**src/rtl/bounce_emulator.sv**
```systemverilog
// Contact-bounce generator: turns clean per-channel levels into bouncing levels
// using a shared Galois LFSR and a shared glitch tick.
module bounce_emulator #(
    parameter int          WIDTH         = 1,
    parameter int          BOUNCE_CYCLES = 4096,
    parameter int          GLITCH_PERIOD = 64,
    parameter logic [15:0] SEED          = 16'hACE1
) (
    input  logic             clk,
    input  logic             reset,
    input  logic             enable,
    input  logic [WIDTH-1:0] clean_signal,
    output logic [WIDTH-1:0] glitchy_signal,
    output logic [WIDTH-1:0] bouncing
);

    localparam int          CW         = $clog2(BOUNCE_CYCLES + 1);
    localparam int          TW         = (GLITCH_PERIOD > 1) ? $clog2(GLITCH_PERIOD) : 1;
    localparam logic [15:0] LFSR_INIT  = (SEED == 16'h0000) ? 16'hACE1 : SEED;
    localparam logic [15:0] LFSR_TAPS  = 16'hB400;
    localparam logic [CW-1:0] CNT_LOAD  = CW'(BOUNCE_CYCLES - 1);
    localparam logic [TW-1:0] TICK_LAST = TW'(GLITCH_PERIOD - 1);

    typedef enum logic {
        STABLE = 1'b0,
        BOUNCE = 1'b1
    } state_t;

    state_t          state_q [WIDTH];
    state_t          state_d [WIDTH];
    logic [CW-1:0]   cnt_q   [WIDTH];
    logic [CW-1:0]   cnt_d   [WIDTH];
    logic [WIDTH-1:0] target_q, target_d;
    logic [WIDTH-1:0] glitchy_q, glitchy_d;
    logic [15:0]     lfsr_q, lfsr_d;
    logic [TW-1:0]   tick_cnt_q, tick_cnt_d;
    logic            tick;

    // Shared randomness and glitch timing run every cycle, independent of enable/state.
    always_comb begin
        tick       = (tick_cnt_q == TICK_LAST);
        tick_cnt_d = tick ? '0 : tick_cnt_q + TW'(1);
        lfsr_d     = {1'b0, lfsr_q[15:1]} ^ (lfsr_q[0] ? LFSR_TAPS : 16'h0000);
    end

    always_comb begin
        target_d  = target_q;
        glitchy_d = glitchy_q;
        for (int unsigned i = 0; i < WIDTH; i++) begin
            state_d[i] = state_q[i];
            cnt_d[i]   = cnt_q[i];
            if (!enable) begin
                state_d[i]   = STABLE;
                cnt_d[i]     = '0;
                target_d[i]  = clean_signal[i];
                glitchy_d[i] = clean_signal[i];
            end else if (clean_signal[i] != target_q[i]) begin
                // A new transition always wins, even on the last cycle of a window.
                state_d[i]   = BOUNCE;
                cnt_d[i]     = CNT_LOAD;
                target_d[i]  = clean_signal[i];
                glitchy_d[i] = clean_signal[i];
            end else begin
                case (state_q[i])
                    BOUNCE: begin
                        if (cnt_q[i] != '0) begin
                            cnt_d[i] = cnt_q[i] - CW'(1);
                            if (tick) begin
                                glitchy_d[i] = lfsr_q[i];
                            end
                        end else begin
                            state_d[i]   = STABLE;
                            glitchy_d[i] = target_q[i];
                        end
                    end
                    default: begin
                        glitchy_d[i] = target_q[i];
                    end
                endcase
            end
        end
    end

    always_ff @(posedge clk) begin
        if (reset) begin
            lfsr_q     <= LFSR_INIT;
            tick_cnt_q <= '0;
            target_q   <= '0;
            glitchy_q  <= '0;
            for (int unsigned i = 0; i < WIDTH; i++) begin
                state_q[i] <= STABLE;
                cnt_q[i]   <= '0;
            end
        end else begin
            lfsr_q     <= lfsr_d;
            tick_cnt_q <= tick_cnt_d;
            target_q   <= target_d;
            glitchy_q  <= glitchy_d;
            for (int unsigned i = 0; i < WIDTH; i++) begin
                state_q[i] <= state_d[i];
                cnt_q[i]   <= cnt_d[i];
            end
        end
    end

    always_comb begin
        for (int unsigned i = 0; i < WIDTH; i++) begin
            bouncing[i] = (state_q[i] == BOUNCE);
        end
    end

    assign glitchy_signal = glitchy_q;

endmodule

```
**config.mk**
```make
export PLATFORM = sky130hd
export DESIGN_NAME = bounce_emulator
export DESIGN_NICKNAME = d
export VERILOG_FILES = /design/src/rtl/bounce_emulator.sv
export SDC_FILE = /design/constraint.sdc
export NUM_CORES = 1
export LEC_CHECK = 0
export ABC_CLOCK_PERIOD_IN_PS = 2620
export BUFFER_PORTS_ARGS = -buffer_cell sky130_fd_sc_hd__buf_2
export CAP_MARGIN = 20
export CORE_AREA = 4 4 47 70
export CTS_BUF_LIST = sky130_fd_sc_hd__clkbuf_16
export CTS_CLUSTER_DIAMETER = 80
export DETAILED_ROUTE_END_ITERATION = 6
export DIE_AREA = 0 0 51 74
export PLACE_DENSITY_LB_ADDON = 0.15
export SYNTH_ARGS = -nofsm -noshare
export SYNTH_HDL_FRONTEND = slang
export SYNTH_SLANG_ARGS = --single-unit
```
**constraint.sdc**
```tcl
create_clock -name clk -period 2.62 [get_ports clk]
set_clock_uncertainty 0.15 [all_clocks]
set_input_delay 0.131 -clock clk [delete_from_list [all_inputs] [get_ports clk]]
set_output_delay 0.131 -clock clk [all_outputs]
set_load 0.005 [all_outputs]
```
# Word-level counts from Yosys, hierarchy flattened
# Memory sizes are Yosys's and may differ from the RTL's.
# Cells that the tools add are included.
# op_classes
addsub	2
mux	23
n_eq_ne	4
n_reduce_logical	4
bitwise	1
# ops
cell	n
$mux 13	5
$mux 1	17
$mux 16	1
$xor 15x16->16	1
$reduce_bool 13->1	1
$reduce_or 13->1	1
$sub 13x1->13 const B	1
$add 6x1->6 const B	1
$eq 6x6->1 const B	1
$ne 5x5->1 const B	1
$ne 2x1->1 const B	1
$reduce_or 2->1	1
$ne 1x1->1	1
$reduce_or 1->1	1
# totals
ff_bits	24
out_inout_bits	2
mem_count	2
word_cells	40
mem_bits_rw	14
# memory_table
memory	words	width	rd	rd_ports_with_merged_regs	wr	line	text
cnt_q	1	13	1	0	1	31	logic [CW-1:0] cnt_q [WIDTH];
state_q	1	1	1	0	1	29	state_t state_q [WIDTH];

# Depth between registers and ports, before layout
# Gate-level depths: netlist (run 1).
# depth
word_depth	6
ltp_mapped	6
mapped_depth_nobuf	6

# Least setup slack after synthesis (run 1)
# Ideal clock, no wire load.
# synth_path
kind	reg2reg
startpoint	memory cnt_q[0][0] (netlist bit)
endpoint	memory cnt_q[0][0] (netlist bit)
required_time_ps	2338
path_stages_with_launch	7
t_arrival_ps	1677
setup_slack_ps	661
setup_time_ps	132
cell_sequence	dfxtp_1 -> inv_1 -> ha_1 -> or3b_2 -> o41a_4 -> xnor2_1 -> a21oi_1
# synth_lines
item	line
from (decl)	31

==> results of run 1 <==
-- power breakdown --
| group | leakage (nW) | internal [mW] | total [mW] | switching [mW] |
|---|---|---|---|---|
| combinational | 0.279 | 0.0737 | 0.161 | 0.0871 |
| sequential | 0.314 | 0.615 | 0.644 | 0.0286 |
| clock | 0.0672 | 0.346 | 0.562 | 0.216 |
| total | 0.660 | 1.04 | 1.37 | 0.332 |
-- per-stage QoR --
stage               total power [mW]  setup slack [ps]  cells  utilization  instance area (µm²)
finish                          1.37               491    205        0.664                 1780
global route                    1.43               376    205        0.664                 1780
detailed placement             0.814               531    196        0.607                 1630
floorplan                      0.769               661    158            -                 1560
CTS                             1.38               499    205        0.664                 1780
global placement               0.807               602    196        0.607                 1630
-- worst max path at each step --
stage	cells after the start	endpoint	from
after CTS	6	cnt_q[0][0]	cnt_q[0][0]
final	6	cnt_q[0][5]	cnt_q[0][0]
after detailed placement	6	cnt_q[0][0]	cnt_q[0][0]
after global routing	6	cnt_q[0][5]	cnt_q[0][0]
after global placement	6	cnt_q[0][0]	cnt_q[0][0]
after floorplan	6	cnt_q[0][0]	cnt_q[0][0]
-- synthesized netlist by cell type, types with 4 or more instances --
cell,count,share of area
or3_1,5,0.020
inv_1,6,0.014
or2_2,7,0.028
dfxtp_1,38,0.49
xor2_1,5,0.028
nand2_1,5,0.012
a31oi_1,4,0.016
clkbuf_1,7,0.017
xnor2_1,6,0.034
nor2b_1,8,0.032
a21oi_1,12,0.039
nor2_1,11,0.027
-- metal layers --
metal	wire, µm	track usage
met1	1210	0.182
met2	1600	0.323
met3	77	0.0601
met4	48	0.0778
met5	0	0
-- state kept, by name, indices dropped and copies added (netlist names) --
name and cells:
tick_cnt_q 6, glitchy_signal 1, cnt_q 13, state_q 1
lfsr_q 16, target_q 1
-- worst max-delay path, cell delays in order (launching register included) --
cell and delay [ps]:
dfxtp_1 340, inv_1 70, ha_1 230, or3b_2 530, o41ai_4 400, or4b_1 190, a31oi_1 80
-- layout make-up --
cell class	count	area, µm²	area share
inverter	6	22.5	0.0127
sequential	38	761	0.428
tap	37	46.3	0.0261
multi-input combinational	107	748	0.421
timing repair buffer	9	57.6	0.0324
clock inverter	3	16.3	0.00915
clock buffer	5	125	0.0704
-- cell families (layout without fill, tap and decap cells) --
family	count (synthesis)	in the layout	synth area share
compound gates	36	36	0.176
xor+xnor	11	11	0.0618
fa+ha+maj	2	2	0.0161
buf+inv	13	23	0.0313
flops	38	38	0.488
mux	1	1	0.00643
simple gates	57	57	0.220
==> flow_summary.ini, run 1 <==
[clock_network]
cts.sinks = 38
cts_max_level = 2
numCtsBuffers = 5
cts_buffer_depth = 2
cts-root-buf = clkbuf_16
cts_tree = yes
postCtsSetupRepairBufs = 0
post_cts_resized = 0
hold_buffers = 1
clkTransAtPathRegs_ps = 50
insertion_delay_ps = 280

[detailed_routing]
wl_per_cell_um = 14.3
wl_um = 2930
ant_nets = 0
drtPass1Iterations = 4
vias = 1157
drt_iter0_drc = 22
via_per_inst = 5.64
drc = 0

[layout]
final_cell_mix = dfxtp_1 (38), a21oi_1 (12), nor2_1 (11), nor2b_1 (8), or2_2 (7)
drive_gt1_frac = 0.173
area_growth_pct = 14.1
insertedDiodeCount = 0
fillers = 232
final_common_cell = dfxtp_1
fin_nets = 173

[power_and_ir_drop]
p_leak_nw = 0.660
p_per_area_nw_per_um2 = 769
peakVddDrop_mv = 0.555

[die]
core_um2 = 2680
die_area_um2 = 3770
initial_core_util = 0.582
die_h_um = 74
rows = 23
ioPinCount = 6
die_x_um = 51

[job]
maxCapViolations = 0

[synthesis]
syn_inst = 158
synth_area_um2 = 1560
async_flop_share = 0
yosys_warnings = 0
ys_ff_latch = 38
ys.flop_type = dfxtp_1
synth.distinct_cells = 42
synth.avg_cell_area_um2 = 9.86
synth_fp_nets = 164
synth_seq_area_share = 0.488
synth_edf_count = 0

[grt]
grt_pass1_wl_um = 5040
grt_max_degree = 24
grt_pass1_vias = 1178
grt.overflow.total = 0
antenna_found_initial = 0
groute.usage.overall = 0.178

[critical_path]
r2r-start = cnt_q[0][0]
ff2ff_path_depth = 6
worstReg2RegEnd = cnt_q[0][5]
critPathLaunchType = register
worstSetupPathType = register to register
crit_fanout = 7
critical_path_arrival_ps = 2110
r2r_slack_ps = 490
cp-end-kind = register
required_ps = 2600

[timing]
fin_tns_setup_ps = 0
whs_ps = 40.7
fin_crit_sh = 0.813
rsz0062_at_grt = no
slew_headroom = 0.580
worst_pin_slew_ps = 622
finalCriticalPeriod_ps = 2130
finalMaxSlewViolations = 0
setup_viol = 0
final_hold_viol_count = 0
fmax_ghz = 0.470

[min_path]
min_to = target_q
hold_depth = 2
hp-class = input port to register
worstHoldStart = clean_signal

[placed_design]
place.gp.congestion = 0.798
place.port_buffers = 5
hpwl_um = 2050

[run_status]
status = finished clean
(Power assumes the default switching activity.)
==> run 2, diff against run 1 <==
--- a/config.mk
+++ b/config.mk
@@ -5,7 +5,7 @@
 export SDC_FILE = /design/constraint.sdc
 export NUM_CORES = 1
 export LEC_CHECK = 0
-export ABC_CLOCK_PERIOD_IN_PS = 2620
+export ABC_CLOCK_PERIOD_IN_PS = 2000
 export BUFFER_PORTS_ARGS = -buffer_cell sky130_fd_sc_hd__buf_2
 export CAP_MARGIN = 20
 export CORE_AREA = 4 4 47 70
==> constraint.sdc (replaced) <==
create_clock -name clk -period 2 [get_ports clk]
set_clock_uncertainty 0.15 [all_clocks]
set_input_delay 0.1 -clock clk [delete_from_list [all_inputs] [get_ports clk]]
set_output_delay 0.1 -clock clk [all_outputs]
set_load 0.005 [all_outputs]
==> run 2 against run 1 <==
  * Cell count up 6.8%
  * Sequential share of layout area down 3.5 points
  * Largest power group is now the clock network
  * Routed wire length increased by 13%
  * Global-route usage up 2.4 points
  * Largest cell class is now multi-input combinational cells
  * Maximum frequency is 7.9% higher
  * Register-to-register slack worse by 460 ps
  * First-iteration DRC count fell by 18%
  * Critical path depth decreased by 2
  * Sequential cell count did not move
  * Highest routed layer unchanged
  * Worst setup slack worse by 460 ps
  * Hold slack worse by 16 ps
  * Die area did not move
==> flow_summary.ini, run 2 (synthesis results as in run 1) <==
[critical_path]
cp-end-kind = register
crit_fanout = 6
r2r_slack_ps = 30
worstPathCellList = or4_4 -> o41a_4 -> xnor2_2 -> a21oi_1
critical-path-slowest-cell = or4_4
critPathLaunchType = register
required_ps = 1990
ff2ff_path_depth = 4
critPathMaxStageDelay_ps = 570
critical_path_arrival_ps = 1960
worstReg2RegEnd = cnt_q[0][0]
r2r-start = cnt_q[0][5]
cp.buffers_inverters = 0
worstSetupPathType = register to register
critical-path-top-delay-family = compound AO/OA/AOI/OAI gates

[placed_design]
hpwl_um = 2250
dp_cells = 206
place.port_buffers = 5
place.gp.congestion = 0.824

[layout]
largestRegisters = lfsr_q x16, cnt_q x13, tick_cnt_q x6
fin_nets = 187
area_growth_pct = 24.7
fin_util = 0.726
drive_gt1_frac = 0.275
final_cell_mix = dfxtp_1 (35), buf_4 (16), a21oi_1 (12), nor2_1 (11), nor2b_1 (8)
top_register = lfsr_q
finalNonFillerCells = 219
insertedDiodeCount = 0
largest_register_ffs = 16
final_common_cell = dfxtp_1

[grt]
antenna_found_initial = 0
groute.usage.overall = 0.201
grt_pass1_vias = 1371
grt_max_degree = 24
grt_pass1_wl_um = 5600
grt.overflow.total = 0

[timing]
finalCriticalPeriod_ps = 1970
whs_ps = 24.3
slew_headroom = 0.623
rsz0062_at_grt = yes
fin_crit_sh = 0.987
finalMaxSlewViolations = 0
worst_pin_slew_ps = 565
setup_viol = 0
fmax_ghz = 0.507
final_hold_viol_count = 0

[clock_network]
cts_buffer_depth = 2
cts.sinks = 38
cts_tree = yes
clkTransAtPathRegs_ps = 50
cts_max_level = 2
numCtsBuffers = 5
cts-root-buf = clkbuf_16
insertion_delay_ps = 270

[die]
die_h_um = 74
die_area_um2 = 3770
ioPinCount = 6
initial_core_util = 0.582
rows = 23
die_x_um = 51
core_um2 = 2680

[detailed_routing]
via_per_inst = 5.74
drt_iter0_drc = 18
drc = 0
drtPass1Iterations = 4
vias = 1258
wl_per_cell_um = 15.2
ant_nets = 0
wl_um = 3330

[power_and_ir_drop]
p_per_area_nw_per_um2 = 1010
p_leak_nw = 0.759
peakVddDrop_mv = 0.825
finalPower_mw = 1.97

[min_path]
min_to = target_q
hp-class = input port to register
hold_depth = 2
worstHoldStart = clean_signal

[job]
maxCapViolations = 0

[run_status]
status = finished clean
run 2: changes by cell type in the layout (fill, tap and decap cells not counted), moves of 2 or more:
cell     previous run  this run
inv_2               0         2
dfxtp_1            38        35
dfxtp_2             0         3
buf_4               3        16
run 2: area by class of cell:
| class | instances | area, µm² |
|---|---|---|
| clock buffers | 5 | 125 |
| clock inverters | 3 | 37.5 |
| fillers | 199 | 733 |
| inverters | 6 | 22.5 |
| multi-input cells | 107 | 781 |
| flip-flops and latches | 38 | 764 |
| well taps | 37 | 46.3 |
| repair buffers | 23 | 166 |
run 2: what timing repair did:
item                                    in CTS  in global routing
hold buffers                                 1                  0
resized for setup                            8                  4
setup buffers                                3                  1
endpoints found under the setup margin       3                  7
pin swaps                                    4                  6
hold endpoints to repair                     1                  0
run 2: routing by layer:
metal | vias to the layer above | global-route usage | wire length (µm) | part of all wire
met4 | 0 | 0.168 | 202 | 0.061
met2 | 33 | 0.362 | 1760 | 0.53
met3 | 22 | 0.0521 | 113 | 0.034
li1 | 613 | - | - | -
met5 | - | 0 | 0 | 0
met1 | 590 | 0.187 | 1260 | 0.38
run 2: through the flow:
step | setup WS [ps] | cell area (µm²) | setup TNS [ps]
global placement | 66.7 | 1700 | 0
finish | 26.8 | 1940 | 0
CTS | 2.91 | 1920 | 0
floorplan | 40.7 | 1560 | 0
detailed placement | 5.43 | 1700 | 0
global route | -32.5 | 1940 | -139
run 2: power breakdown:
group / internal, mW / total (mW) / switching [mW]
Combinational: 0.136 / 0.277 / 0.141
Sequential: 0.807 / 0.839 / 0.0313
Clock: 0.578 / 0.852 / 0.274
run 2: worst max path at each step:
stage / depth (start not counted) / endpoint / start / slack, ps
floorplan: 6 / cnt_q[0][0] / cnt_q[0][0] / 40
CTS: 6 / cnt_q[0][0] / cnt_q[0][1] / 3
global route: 6 / cnt_q[0][11] / cnt_q[0][0] / -30
finish: 4 / cnt_q[0][0] / cnt_q[0][5] / 30
global placement: 4 / cnt_q[0][0] / cnt_q[0][6] / 70
detailed placement: 6 / cnt_q[0][0] / cnt_q[0][0] / 5
==> run 3, diff against run 2 <==
--- a/config.mk
+++ b/config.mk
@@ -8,11 +8,12 @@
 export ABC_CLOCK_PERIOD_IN_PS = 2000
 export BUFFER_PORTS_ARGS = -buffer_cell sky130_fd_sc_hd__buf_2
 export CAP_MARGIN = 20
-export CORE_AREA = 4 4 47 70
+export CORE_AREA = 4 4 49 73
 export CTS_BUF_LIST = sky130_fd_sc_hd__clkbuf_16
 export CTS_CLUSTER_DIAMETER = 80
 export DETAILED_ROUTE_END_ITERATION = 6
-export DIE_AREA = 0 0 51 74
+export DIE_AREA = 0 0 53 77
+export HOLD_SLACK_MARGIN = 0.1
 export PLACE_DENSITY_LB_ADDON = 0.15
 export SYNTH_ARGS = -nofsm -noshare
 export SYNTH_HDL_FRONTEND = slang
==> run 3 against run 2 <==
  * Die area rose by 8.1%
  * Critical path depth fell by 1
  * Cell count rose by 0.91%
  * Largest power group unchanged
  * Sequential power fell by 0.5%
==> flow_summary.ini, run 3 (synthesis results as in run 1) <==
[run_status]
status = finished clean

[timing]
setup_viol = 0
setup_slack_ps = 25.5
slew_headroom = 0.679
worst_pin_slew_ps = 469
fmax_ghz = 0.506
whs_ps = 256
final_hold_viol_count = 0
rsz0062_at_grt = yes
finalCriticalPeriod_ps = 1970
finalMaxSlewViolations = 0
fin_crit_sh = 0.987
fin_tns_setup_ps = 0

[die]
core_um2 = 2910
die_h_um = 77
initial_core_util = 0.535
ioPinCount = 6
die_area_um2 = 4080
die_x_um = 53
rows = 24

[grt]
grt.overflow.total = 0
grt_max_degree = 24
grt_pass1_vias = 1262
grt_pass1_wl_um = 5620
groute.usage.overall = 0.185
antenna_found_initial = 0

[critical_path]
critical_path_arrival_ps = 2010
cp-end-kind = register
worstSetupPathType = register to register
critPathLaunchType = register
crit_fanout = 6
required_ps = 2040

[layout]
fin_util = 0.668
area_growth_pct = 24.8
final_cell_mix = dfxtp_1 (38), buf_4 (15), a21oi_1 (12), nor2_1 (11), nor2b_1 (8)
finalInstanceArea_um2 = 1940
top_register = lfsr_q
insertedDiodeCount = 0
largestRegisters = lfsr_q x16, cnt_q x13, tick_cnt_q x6
fillers = 242
final_common_cell = dfxtp_1
fin_nets = 187
largest_register_ffs = 16
drive_gt1_frac = 0.231
finalNonFillerCells = 221

[clock_network]
cts.sinks = 38
numCtsBuffers = 5
clkTransAtPathRegs_ps = 60
cts_tree = yes
cts_max_level = 2
cts-root-buf = clkbuf_16
cts_buffer_depth = 2
insertion_delay_ps = 280

[power_and_ir_drop]
finalPower_mw = 2.11
peakVddDrop_mv = 0.755
p_per_area_nw_per_um2 = 1080
p_leak_nw = 0.757

[detailed_routing]
vias = 1207
drc = 0
ant_nets = 0
wl_per_cell_um = 14.1
drtPass1Iterations = 4
drt_iter0_drc = 22
via_per_inst = 5.46
wl_um = 3120

[placed_design]
dp_cells = 210
place.port_buffers = 5
place.gp.congestion = 0.860
pre_cts_ws_ps = 52.1
hpwl_um = 2170
placed_area_um2 = 1720

[min_path]
hp-class = register to register

[job]
maxCapViolations = 0
-- run 3: cell types whose count changed in the layout (fill, tap and decap cells not counted), sizes merged --
cell         change
buf              -2
inv              -2
clkinv           +1
dlygate4sd3      +2
bufinv           +1
-- run 3: final timing paths --
check / depth (start not counted) / end / start / slack (ps)
hold reg to reg: 1 / lfsr_q[6] / lfsr_q[7] / 260
setup / recovery: 3 / cnt_q[0][1] / cnt_q[0][5] / 30
setup reg to reg: 3 / cnt_q[0][1] / cnt_q[0][5] / 30
hold / removal: 1 / lfsr_q[6] / lfsr_q[7] / 260
-- run 3: per-layer routing --
| layer | vias to the layer above | part of all wire | track usage |
|---|---|---|---|
| li1 | 615 | - | - |
| met1 | 572 | 0.41 | 0.209 |
| met2 | 15 | 0.55 | 0.322 |
| met3 | 5 | 0.028 | 0.0523 |
| met4 | 0 | 0.015 | 0.0614 |
| met5 | - | 0 | 0 |
-- run 3: layout make-up --
| cell class | count | area (µm²) | area share |
|---|---|---|---|
| flip-flops and latches | 38 | 761 | 0.391 |
| multi-input cells | 107 | 751 | 0.386 |
| clock buffers | 5 | 125 | 0.0644 |
| repair buffers | 23 | 168 | 0.0862 |
| well taps | 39 | 48.8 | 0.0251 |
| inverters | 6 | 22.5 | 0.0116 |
| clock inverters | 3 | 68.8 | 0.0354 |
-- run 3: worst max-delay path, stage by stage, from the launching register on --
cell,delay [ps]
dfxtp_1,310
or4_4,580
o41a_4,560
a311oi_2,290
-- run 3: report_power, final --
part / leakage, nW / switching [mW] / internal (mW) / total [mW]
logic: 0.348 / 0.128 / 0.121 / 0.249
clock network: 0.0940 / 0.306 / 0.716 / 1.02
registers: 0.314 / 0.0290 / 0.806 / 0.835
total: 0.757 / 0.463 / 1.64 / 2.11
-- run 3: what timing repair did --
action,CTS,global route
endpoints found under the setup margin,1,1
resized for setup,1,0
endpoints found under the hold margin,12,0
hold buffers,3,0
buffers inserted,0,0
